### src/rtl/cellnet_source_pkg.sv
// -----------------------------------------------------------------------------
// cellnet_source_pkg
// Shared constants and helpers for the cellnet four-phase message source.
//
// The shared width/level macros (`ADDRESS_SIZE, `DATA_SIZE, `ON, `OFF)
// normally come from the project-wide hglobal.v header. When that header has
// not been seen, the fallback definitions below apply.
//
// Contents:
//   CNT_W     width of the sent counter and of the GAP/timeout timer
//   CNT_MAX   saturation value of the sent counter
//   sat_inc   saturating increment of a CNT_W-bit value
//   preload   timer load value for a window of N cycles (N-1, 0 for N=0)
// -----------------------------------------------------------------------------
`ifndef ADDRESS_SIZE
  `define ADDRESS_SIZE 8
`endif
`ifndef DATA_SIZE
  `define DATA_SIZE 8
`endif
`ifndef ON
  `define ON 1'b1
`endif
`ifndef OFF
  `define OFF 1'b0
`endif

package cellnet_source_pkg;

  localparam int unsigned CNT_W = 32;
  localparam logic [CNT_W-1:0] CNT_MAX = '1;

  // Sent counter sticks at all-ones in unbounded runs instead of wrapping.
  function automatic logic [CNT_W-1:0] sat_inc(input logic [CNT_W-1:0] v);
    return (v == CNT_MAX) ? v : v + 1'b1;
  endfunction

  // The timer is loaded on the edge that enters a state and reaches zero
  // after N-1 further edges, so the state occupies exactly N cycles.
  function automatic logic [CNT_W-1:0] preload(input int unsigned cycles);
    return (cycles == 0) ? '0 : CNT_W'(cycles - 1);
  endfunction

endpackage

### src/rtl/cellnet_src_timer.sv
// -----------------------------------------------------------------------------
// cellnet_src_timer
// Loadable down-counter with zero flag. Shared between the inter-message gap
// count and the ack timeout count, which are never active at the same time.
//
// Ports:
//   clk_i       clock
//   rst_i       synchronous active-high reset (count cleared to 0)
//   load_i      load load_val_i on the next edge (has priority over dec_i)
//   load_val_i  value to load
//   dec_i       decrement by one on the next edge, holding at zero
//   zero_o      count is zero
// -----------------------------------------------------------------------------
module cellnet_src_timer
  import cellnet_source_pkg::*;
(
  input  logic             clk_i,
  input  logic             rst_i,
  input  logic             load_i,
  input  logic [CNT_W-1:0] load_val_i,
  input  logic             dec_i,
  output logic             zero_o
);

  logic [CNT_W-1:0] cnt_q, cnt_d;

  always_comb begin
    cnt_d = cnt_q;
    if (load_i) begin
      cnt_d = load_val_i;
    end else if (dec_i && (cnt_q != '0)) begin
      cnt_d = cnt_q - 1'b1;
    end
  end

  always_ff @(posedge clk_i) begin
    if (rst_i) begin
      cnt_q <= '0;
    end else begin
      cnt_q <= cnt_d;
    end
  end

  assign zero_o = (cnt_q == '0);

endmodule

### src/rtl/cellnet_source.sv
// -----------------------------------------------------------------------------
// cellnet_source
// Four-phase request/acknowledge message source. On i_start it emits a run of
// MSG_COUNT messages (0 = unbounded) to DEST_ADDR, each carrying the next value
// of a free-running sequence that starts at 1 after reset and keeps counting
// across runs. GAP_CYCLES idle cycles separate one ack release from the next
// request.
//
// Optional feature: define CELLNET_SRC_TIMEOUT_EN to abort into a sticky ERR
// state when REQ or REL waits TIMEOUT_CYCLES cycles for the ack level. Without
// it the block waits indefinitely and o_err is tied off.
//
// Ports:
//   i_clk    clock
//   i_rst    synchronous active-high reset
//   i_start  level; starts a run when sampled high in IDLE with i_ack low
//   o_addr   destination address (constant DEST_ADDR)
//   o_dat    payload of the current message
//   o_req    four-phase request
//   i_ack    four-phase acknowledge from the sink
//   o_busy   high outside IDLE, DONE and ERR
//   o_done   high while in DONE
//   o_err    sticky ack-timeout flag
// -----------------------------------------------------------------------------
`ifndef ADDRESS_SIZE
  `define ADDRESS_SIZE 8
`endif
`ifndef DATA_SIZE
  `define DATA_SIZE 8
`endif
`ifndef ON
  `define ON 1'b1
`endif
`ifndef OFF
  `define OFF 1'b0
`endif

module cellnet_source
  import cellnet_source_pkg::*;
#(
  parameter int unsigned DEST_ADDR      = 1,
  parameter int unsigned ASZ            = `ADDRESS_SIZE,
  parameter int unsigned DSZ            = `DATA_SIZE,
  parameter int unsigned MSG_COUNT      = 8,
  parameter int unsigned GAP_CYCLES     = 2,
  parameter int unsigned TIMEOUT_CYCLES = 64
) (
  input  logic           i_clk,
  input  logic           i_rst,
  input  logic           i_start,
  output logic [ASZ-1:0] o_addr,
  output logic [DSZ-1:0] o_dat,
  output logic           o_req,
  input  logic           i_ack,
  output logic           o_busy,
  output logic           o_done,
  output logic           o_err
);

  typedef enum logic [2:0] {
    S_IDLE,
    S_REQ,
    S_REL,
    S_GAP,
    S_DONE,
    S_ERR
  } state_e;

  localparam logic [CNT_W-1:0] GAP_LOAD  = preload(GAP_CYCLES);
  localparam logic [CNT_W-1:0] TO_LOAD   = preload(TIMEOUT_CYCLES);
  localparam logic [CNT_W-1:0] MSG_LIMIT = CNT_W'(MSG_COUNT);

  state_e           state_q, state_d;
  logic [DSZ-1:0]   seq_q, seq_d;
  logic [DSZ-1:0]   dat_q, dat_d;
  logic [CNT_W-1:0] sent_q, sent_d;
  logic [CNT_W-1:0] sent_inc;
  logic             req_q, busy_q, done_q;

  logic             tmr_load, tmr_dec, tmr_zero;
  logic [CNT_W-1:0] tmr_val;
  logic             to_expired;

  cellnet_src_timer u_timer (
    .clk_i      (i_clk),
    .rst_i      (i_rst),
    .load_i     (tmr_load),
    .load_val_i (tmr_val),
    .dec_i      (tmr_dec),
    .zero_o     (tmr_zero)
  );

  assign sent_inc = sat_inc(sent_q);

  always_comb begin
    state_d = state_q;
    seq_d   = seq_q;
    sent_d  = sent_q;
    dat_d   = dat_q;

    unique case (state_q)
      S_IDLE: begin
        // A sink still holding ack from a previous exchange blocks the start.
        if (i_start && !i_ack) begin
          state_d = S_REQ;
          sent_d  = '0;
        end
      end
      S_REQ: begin
        if (i_ack) begin
          state_d = S_REL;
        end else if (to_expired) begin
          state_d = S_ERR;
        end
      end
      S_REL: begin
        if (!i_ack) begin
          seq_d  = seq_q + 1'b1;
          sent_d = sent_inc;
          if ((MSG_COUNT != 0) && (sent_inc == MSG_LIMIT)) begin
            state_d = S_DONE;
          end else if (GAP_CYCLES == 0) begin
            state_d = S_REQ;
          end else begin
            state_d = S_GAP;
          end
        end else if (to_expired) begin
          state_d = S_ERR;
        end
      end
      S_GAP: begin
        if (tmr_zero) begin
          state_d = S_REQ;
        end
      end
      S_DONE: begin
        if (!i_start) begin
          state_d = S_IDLE;
        end
      end
      S_ERR: begin
        state_d = S_ERR;
      end
      default: begin
        state_d = S_IDLE;
      end
    endcase

    // Payload is latched only on REQ entry, which keeps it stable through the
    // whole handshake; seq_d already holds the incremented value on REL->REQ.
    if ((state_d == S_REQ) && (state_q != S_REQ)) begin
      dat_d = seq_d;
    end

    // Every state change reloads the timer for the state being entered.
    tmr_load = (state_d != state_q);
    tmr_dec  = !tmr_load;
    tmr_val  = (state_d == S_GAP) ? GAP_LOAD : TO_LOAD;
  end

  always_ff @(posedge i_clk) begin
    if (i_rst) begin
      state_q <= S_IDLE;
      seq_q   <= DSZ'(1);
      sent_q  <= '0;
      dat_q   <= '0;
      req_q   <= `OFF;
      busy_q  <= `OFF;
      done_q  <= `OFF;
    end else begin
      state_q <= state_d;
      seq_q   <= seq_d;
      sent_q  <= sent_d;
      dat_q   <= dat_d;
      req_q   <= (state_d == S_REQ) ? `ON : `OFF;
      busy_q  <= (state_d inside {S_IDLE, S_DONE, S_ERR}) ? `OFF : `ON;
      done_q  <= (state_d == S_DONE) ? `ON : `OFF;
    end
  end

`ifdef CELLNET_SRC_TIMEOUT_EN
  logic err_q;

  assign to_expired = tmr_zero;

  always_ff @(posedge i_clk) begin
    if (i_rst) begin
      err_q <= `OFF;
    end else if (state_d == S_ERR) begin
      err_q <= `ON;
    end
  end

  assign o_err = err_q;
`else
  assign to_expired = 1'b0;
  assign o_err      = `OFF;
`endif

  assign o_addr = ASZ'(DEST_ADDR);
  assign o_dat  = dat_q;
  assign o_req  = req_q;
  assign o_busy = busy_q;
  assign o_done = done_q;

endmodule

### config.mk
export PLATFORM = sky130hd
export DESIGN_NAME = cellnet_source
export DESIGN_NICKNAME = d
export VERILOG_FILES = /design/src/rtl/cellnet_source_pkg.sv /design/src/rtl/cellnet_src_timer.sv /design/src/rtl/cellnet_source.sv
export SDC_FILE = /design/constraint.sdc
export NUM_CORES = 1
export LEC_CHECK = 0
export CAP_MARGIN = 10
export CORE_UTILIZATION = 62
export DETAILED_ROUTE_END_ITERATION = 16
export GPL_ROUTABILITY_DRIVEN = 0
export GPL_TIMING_DRIVEN = 0
export PLACE_DENSITY = 0.81
export SLEW_MARGIN = 15
export SYNTH_ARGS = -nofsm -noshare
export SYNTH_HDL_FRONTEND = slang
export SYNTH_HIERARCHICAL = 1
export SYNTH_SLANG_ARGS = --single-unit
### constraint.sdc
create_clock -name i_clk -period 3.6 [get_ports i_clk]
set_input_delay 0.54 -clock i_clk [delete_from_list [all_inputs] [get_ports i_clk]]
set_output_delay 0.54 -clock i_clk [all_outputs]
set_load 0.01 [all_outputs]
# --- Word-level counts from Yosys, hierarchy flattened ---
# Cells that the tools add are included.
word_totals:
  register_bits: 86
  input_bits: 4
  out_inout_bits: 20
  wordCells: 58
op_classes:
  add_sub_neg: 3
  eq_ne: 15
  n_mux: 19
  n_reduce_logical: 13
op_table:
  columns: ["operator", "n"]
  rows:
  - ["32-bit 2-to-1 mux", 5]
  - ["32-bit case mux with 2 select lines", 1]
  - ["32-bit by 1-bit adder with 32-bit output, second input constant", 1]
  - ["32-bit equality test, second input constant", 1]
  - ["32-bit by 4-bit equality test with 1-bit output, second input constant", 1]
  - ["32-bit logical NOT", 1]
  - ["32-bit nonzero test", 1]
  - ["32-bit by 1-bit subtractor with 32-bit output, second input constant", 1]
  - ["3-bit 2-to-1 mux", 6]
  - ["3-bit case mux with 6 select lines", 1]
  - ["8-bit 2-to-1 mux", 2]
  - ["3-bit equality test, second input constant", 4]
  - ["3-bit by 2-bit equality test with 1-bit output, second input constant", 3]
  - ["8-bit by 1-bit adder with 8-bit output, second input constant", 1]
  - ["3-bit by 1-bit equality test with 1-bit output, second input constant", 2]
  - ["3-bit logical NOT", 2]
  - ["6-bit 2-to-1 mux", 1]
  - ["2-bit inequality test, second input constant", 2]
  - ["2-bit nonzero test", 2]
  - ["1-bit logical AND", 3]
  - ["1-bit 2-to-1 mux", 3]
  - ["3-bit by 1-bit inequality test with 1-bit output, second input constant", 1]
  - ["3-bit inequality test", 1]
  - ["3-bit AND reduction", 1]
  - ["2 further kinds", 3]

# --- Depth between registers and ports, before layout ---
# Gate-level depths: netlist (run 1).
logic_depth:
  word_depth: 11
  ltp_mapped: 14
  depth_no_buf: 14

# --- Cells and area by module ---
# Netlist (run 1), hierarchy kept.
modules_own_cells:
  columns: ["mod", "n_inst", "cells_each", "area_per_inst_um2", "seq_area_each_um2"]
  rows:
  - ["cellnet_source", 1, 482, 3746.1, 1081.0]
  - ["cellnet_src_timer", 1, 233, 1993.2, 640.6]

# --- Worst setup path before layout (run 1) ---
# Ideal clock, no wire load.
synth_timing:
  path_kind: "register -> register"
  startpoint: "register sent_q[12]"
  endpoint: "register u_timer.cnt_q[2]"
  setup_ns: 0.059
  arrival_time_ns: 3.277
  required_time_ns: 3.541
  path_slack_ns: 0.264
  path_stages_with_launch: 12
  n_path_buf: 0
  synth_period_minus_slack_ns: 3.336
  cell_sequence: "dfxtp_1 > nand4_4 > or4_2 > a311oi_1 > xor2_1 > or4_4 > nor2_1 > a41oi_1 > o21ai_0 > inv_1 > a21oi_1 > o31a_1"
synth_via:
  elab_chain_cells: 10
  elab_cells_between_ends: 14
  classes_between: "1 x add/sub; 4 x eq/ne; 6 x mux; 3 x reduce/logical"
synth_lines:
  columns: ["element", "line_no", "source"]
  rows:
  - ["start: declaration", "cellnet_source.sv:76", "logic [CNT_W-1:0] sent_q, sent_d;"]
  - ["start signal: assignment", "cellnet_source.sv:173", "sent_q <= sent_d;"]
  - ["32-bit by 1-bit adder with 32-bit output or 32-bit equality test (tied branches)", "cellnet_source_pkg.sv:35", "return (v == CNT_MAX) ? v : v + 1'b1;"]
  - ["32-bit 2-to-1 mux (*)", "cellnet_source_pkg.sv:35", null]
  - ["32-bit by 4-bit equality test with 1-bit output (*)", "cellnet_source.sv:120", "if ((MSG_COUNT != 0) && (sent_inc == MSG_LIMIT)) begin"]
  - ["3-bit 2-to-1 mux (*)", "cellnet_source.sv:120", null]
  - ["3-bit 2-to-1 mux (*)", "cellnet_source.sv:117", "if (!i_ack) begin"]
  - ["3-bit case mux with 6 select lines (*)", "cellnet_source.sv:101", "unique case (state_q)"]
  - ["3-bit inequality test", "cellnet_source.sv:156", "tmr_load = (state_d != state_q);"]
  - ["1-bit logical NOT", "cellnet_source.sv:157", "tmr_dec = !tmr_load;"]
  - ["1-bit logical AND", "cellnet_src_timer.sv:31", "end else if (dec_i && (cnt_q != '0)) begin"]
  - ["2-bit nonzero test (no source line)", null, null]
  - ["end signal: assignment", "cellnet_src_timer.sv:40", "cnt_q <= cnt_d;"]
  - ["end: declaration", "cellnet_src_timer.sv:25", "logic [CNT_W-1:0] cnt_q, cnt_d;"]
# Mark *: on every way between the ends. The rest lies on a longest branch, timed or not.
# A chain may end at the register's enable or synchronous reset.

# --- Worst setup path in the final report (run 1) ---
layout_timing:
  startpoint: "register sent_q[1]"
  endpoint: "register u_timer.cnt_q[4]"
# The elaborated chain is that of the path after synthesis.

==> results of run 1 <==
==> cell families after synthesis <==
family	share of synthesized area (%)
compound gates	25.2
xor+xnor	3.51
fa+ha+maj	0.654
buf+inv	8.33
flops	30.0
mux	0.174
other cells	0.131
simple gates	32.0
==> final cells by class <==
| cell class | instances | area [µm²] | area share [%] |
|---|---|---|---|
| Clock buffer | 9 | 124 | 1.89 |
| Inverter | 15 | 56.3 | 0.858 |
| Sequential cell | 86 | 1730 | 26.4 |
| Buffer | 62 | 408 | 6.21 |
| Multi-Input combinational cell | 582 | 3790 | 57.8 |
| Tap cell | 108 | 135 | 2.06 |
| Timing Repair Buffer | 23 | 205 | 3.13 |
| Clock inverter | 7 | 113 | 1.72 |
==> layer usage <==
| metal | routed length [µm] | GRT usage [%] | vias to the layer above | share of wire, % |
|---|---|---|---|---|
| li1 | - | - | 2790 | - |
| met1 | 6550 | 41.6 | 2723 | 40 |
| met2 | 7690 | 55.3 | 316 | 47 |
| met3 | 1300 | 4.29 | 93 | 8.0 |
| met4 | 770 | 20.4 | 0 | 4.7 |
| met5 | 0 | 0 | - | 0 |
==> stage by stage <==
stage	area [µm²]	hold WS, ps	setup slack, ps
after floorplan	5870	462	264
after global placement	6130	456	-683
after detailed placement	6130	464	-860
after CTS	6480	403	29.4
after global routing	6570	397	7.11
final	6570	412	105
==> worst max-delay path by stage <==
| stage | end | slack, ps | start |
|---|---|---|---|
| CTS | u_timer/cnt_q[4] | 30 | sent_q[1] |
| detailed placement | u_timer/cnt_q[2] | -860 | sent_q[0] |
| global route | u_timer/cnt_q[4] | 7 | sent_q[0] |
| floorplan | u_timer/cnt_q[2] | 260 | sent_q[12] |
| finish | u_timer/cnt_q[4] | 100 | sent_q[1] |
| global placement | u_timer/cnt_q[2] | -680 | sent_q[0] |
==> layout by cell type (no fill, tap or decap), drive strengths merged, types with 9 or more instances in the layout <==
master         Yosys  layout
dfxtp             86      86
and4              10      10
nor4              18      18
nand3             19      19
nand4             21      21
inv               15      18
clkdlybuf4s50      0      13
or2               10      10
xor2              10      10
nand2             60      60
conb               2      36
clkbuf            42      49
buf               23      32
a31oi              9       9
xnor2             13      13
or3               21      21
a311oi            32      32
nor3              28      28
a211oi            17      17
a21oi             39      39
nor2              80      80
nand2b            10      10
o31ai             13      13
o21ai             42      42
or4               15      15
==> power by group <==
group | switching [mW] | internal, mW | total (mW) | leakage, nW
clock | 0.396 | 0.406 | 0.802 | 0.115
sequential | 0.0624 | 1.00 | 1.07 | 0.704
combinational | 0.278 | 0.170 | 0.448 | 1.41
==> state kept, by name (all words and copies together) (netlist names) <==
register and count:
o_req 1, u_timer/cnt_q 32, state_q 3, o_busy 1, seq_q 8, sent_q 32
o_dat 8, o_done 1
==> repair_timing <==
action,in CTS,in global routing
endpoints found under the hold margin,0,0
endpoints found under the setup margin,7,13
buffers inserted,3,7
resized for setup,19,19
pin swaps,4,6
==> reports/metrics.cfg, run 1 <==
[cells_and_area]
finalNonFillerCells=892
drive_gt1_share_pct=16.1
utilization_pct=74.2
syn_to_final_growth_pct=14.4
antennaDiodeCount=0
layout.nets=786
fill_cells=689

[die]
core_region_area_um2=8850
rows=34
top_level_ports=24
initial_core_util_pct=64.9
chipHeight_um=98.2
die_area_um2=9650
chipWidth_um=98.2

[yosys]
syn_inst=715
postSynthAreaPerCell_um2=8.03
yosys.cell_count.top_type=dfxtp_1
netlist_area_um2=5740
synth_warnings=6
asyncSetResetFlopFracSynth_pct=0
synth_edf_count=0
synth_ff_type=dfxtp_1
synth_top_cell_area_share_pct=30.0
ys_ff_latch=86
synth_top_area_cell=dfxtp_1
synth_area_leaders=dfxtp_1, nor2_1, nand2_1
ys_seq_area_share_pct=30.0
yosysUniqueCellTypes=83
netlist_top_cells_count=dfxtp_1, nor2_1, nand2_1

[critical_path]
cpMaxStageDelayCell=or4_4
worstSetupStartpointType=register
max_stage_delay_ps=620
worstPathArrival_ps=3770
rr_worst_depth=12
critPathBufInv=1
reg2reg_to=u_timer/cnt_q[4]
cpLargestDelayFamily=simple AND/OR/NAND/NOR gates
reg2reg_from=sent_q[1]
worst-path-stages=12
crit_chain=ha_2 > nand4_4 > or2_4 > a2111oi_1 > o2111ai_1 > or4_4 > nor2_2 > a41oi_1 > o21ai_2 > buf_4 > nor2_1 > a311oi_1
required_ps=3880
r2r_slack_ps=100
crit_path_max_fanout=8
worst_setup_path_end_kind=register
worstSetupPathType=register to register

[placed_design]
place_inst=870
hpwl_um=11300
port_buffers=13

[routing]
ant_nets=0
drt-total-wl_um=16300
drt_iter0_drc=719
first_pass_iters=9
wl_per_cell_um=18.3
drc=0
vias=5922
viasPerCell=6.64

[global_route]
grt_usage_pct=33.5
grt_pass1_vias=5531
overflow=0
grt_first_pass_wirelength_um=26100
grt_max_degree=18
grt_antenna_before_repair=0

[timing]
fmaxAchievable_mhz=286
period_minus_slack_ps=3500
post-route-period-util_pct=97.1
slew_headroom_pct=47.7
slew_viol_final=0
fin_tns_setup_ps=0
rsz0062_at_grt=no
skew_ps=12.6
hold_viol_final=0
worst_pin_slew_ps=778
setup_viol=0

[worst_hold_path]
hp-start=i_rst
hold_depth=2
worstHoldEndpoint=state_q[1]
hold_class=input port to register

[power]
ir_worst_vdd_mv=0.236
p_leak_nw=2.23
power_density_nw_per_um2=353
finalPower_mw=2.32

[clocking]
clk_latency_ps=370
clockBufferDepth=2
cts_hold_buf=0
clk_pin_slew_ps=100
cts_tree=built
cts_root_buffer=clkbuf_8
cts.sinks=86
cts_buffers=9
htreeDepth=3

[run]
maxCapViolations=0

[run_status]
status=finished clean

Note: power is estimated with default switching activity, not from simulation.
==> inputs of run 2 (changes only) <==
CAP_MARGIN = default   (was 10)
==> results of run 2 <==
Same layout as run 1: the final DEF is identical, and so are final timing and power.
==> inputs of run 3 (changes only) <==
CORE_ASPECT_RATIO = 1.2   (was default)
HOLD_SLACK_MARGIN = 0.05   (was default)
==> run 3 against run 2 <==
Wire length rose by 2.4%. Cell area barely moved. Clock skew fell by 1.1 ps. Total power is 4.7% lower. Clock power down 13%. Sequential cell count stayed put. Non-clock buffer count grew 6. Worst hold slack lost 18 ps. Fmax decreased by 1.6%. Worst setup slack got worse by 55 ps. Sequential power hardly changed. First-iteration DRC count down 30%.
==> reports/metrics.cfg, run 3 (same netlist as run 1, synthesis figures left out) <==
[run_status]
status=finished clean

[cells_and_area]
mostFrequentLayoutCell=dfxtp_1
top_regs=sent_q (32), u_timer/cnt_q (32)
syn_to_final_growth_pct=14.4  ; about the same
layout.nets=792  ; +0.76%
drive_gt1_share_pct=15.8  ; -0.25 points
antennaDiodeCount=0  ; unchanged
mostFrequentLayoutCells=dfxtp_1, nor2_1, nand2_1

[run]
maxCapViolations=0  ; unchanged

[clocking]
clk_pin_slew_ps=90  ; about the same
cts_tree=built
clockBufferDepth=2  ; unchanged
clk_latency_ps=380  ; about the same
htreeDepth=3  ; unchanged
cts_root_buffer=clkbuf_8
cts.sinks=86  ; unchanged
cts_hold_buf=0  ; unchanged
cts_buffers=9  ; unchanged

[global_route]
grt_usage_pct=34.0  ; +0.55 points
grt_first_pass_wirelength_um=26300  ; +0.79%
overflow=0  ; unchanged
grt_max_degree=15  ; -3
grt-busiest-layer=met2
grt_use_met2_pct=56.5  ; +1.2 points
use_met3_pct=7.06  ; +2.8 points
gr-usage-met1_pct=39.7  ; -1.9 points
grt_pass1_vias=5543  ; +0.22%
grt_antenna_before_repair=0  ; unchanged

[placed_design]
hpwl_um=11200  ; -0.64%
post-place-ws_ps=-939  ; -78.4 ps
port_buffers=13  ; unchanged

[timing]
setup_viol=0  ; unchanged
hold_viol_final=0  ; unchanged
fmaxAchievable_mhz=282  ; -1.6%
skew_ps=11.5  ; -1.07 ps
fin_tns_setup_ps=0  ; unchanged
rsz0062_at_grt=yes
worst_pin_slew_ps=858  ; +79.7 ps
slew_viol_final=0  ; unchanged
post-route-period-util_pct=98.6  ; +1.5 points
slew_headroom_pct=42.6  ; -5.1 points
period_minus_slack_ps=3550  ; +55.1 ps
setup_slack_ps=49.8  ; -55.1 ps

[critical_path]
worstSetupStartpointType=register
worstPathArrival_ps=3830  ; +60 ps
crit_path_max_fanout=8  ; unchanged
worstSetupPathType=register to register
required_ps=3880  ; about the same
worst_setup_path_end_kind=register

[die]
core_region_area_um2=9030  ; +2.1%
chipWidth_um=89.8  ; -8.5%
die_area_um2=9650  ; about the same
rows=38  ; +12%
top_level_ports=24  ; unchanged
chipHeight_um=107  ; +9.4%
initial_core_util_pct=63.5  ; -1.3 points

[routing]
drt_iter0_drc=504  ; -30%
drt-total-wl_um=16700  ; +2.4%
viasPerCell=6.63  ; -0.11%
ant_nets=0  ; unchanged
vias=6035  ; +1.9%
first_pass_iters=6  ; -3
wl_per_cell_um=18.4  ; +0.35%
drc=0  ; unchanged

[power]
finalPower_mw=2.21  ; -4.7%
power_density_nw_per_um2=336  ; -4.7%
p_leak_nw=2.22  ; -0.31%
ir_worst_vdd_mv=0.295  ; +25%

[worst_hold_path]
hold_class=input port to register

## run 3: layer usage
layer,wire length (µm),up-vias,share of wire [%]
met2,7880,346,47
met1,6670,2806,40
met4,839,0,5.0
met3,1310,79,7.8
li1,-,2804,-
met5,0,-,0
## run 3: repair_timing
item | CTS | global route
setup endpoints to repair | 9 | 13
hold endpoints to repair | 0 | 0
cloned | 0 | 0
buffers inserted | 2 | 14
pin swaps | 3 | 7
resized for setup | 15 | 12
## run 3: area by class of cell
class / count / area, µm²
sequential: 86 / 1730
inverter: 15 / 56.3
multi-input combinational: 582 / 3790
clock buffer: 11 / 131
buffer: 62 / 402
tap: 120 / 150
fill: 726 / 2470
clock inverter: 5 / 58.8
timing repair buffer: 29 / 250
## run 3: critical path: stages (launching register included)
cell	delay [ps]
dfxtp_1	320
clkbuf_2	210
nand3_2	190
or4_4	590
a311oi_2	290
xor2_1	160
or4_4	610
nor4b_4	340
a21oi_1	160
o21ai_2	100
buf_4	170
nor2_1	50
a311oi_1	260
## run 3: where the power goes
part / total [mW] / switching [mW] / internal (mW)
Sequential: 1.07 / 0.0618 / 1.00
Combinational: 0.442 / 0.273 / 0.170
Clock: 0.699 / 0.376 / 0.323
Total: 2.21 / 0.711 / 1.50
## run 3: final timing paths
path	start	to	slack [ps]	cells after the start
worst max-delay path	sent_q[3]	u_timer/cnt_q[4]	50	12
worst min-delay path	i_rst	state_q[1]	390	2
worst max register to register	sent_q[3]	u_timer/cnt_q[4]	50	12
worst min register to register	o_dat[1]	o_dat[1]	480	2
## run 3: metrics by stage
stage | std cells | hold WS (ps) | area [µm²] | util [%]
6_report | 910 | 395 | 6570 | 72.7
5_1_grt | 910 | 394 | 6570 | 72.7
4_1_cts | 899 | 388 | 6410 | 71.0
3_5_place_dp | 882 | 462 | 6150 | 68.0
3_3_place_gp | 882 | 462 | 6150 | 68.0
2_1_floorplan | 749 | 462 | 5870 | -
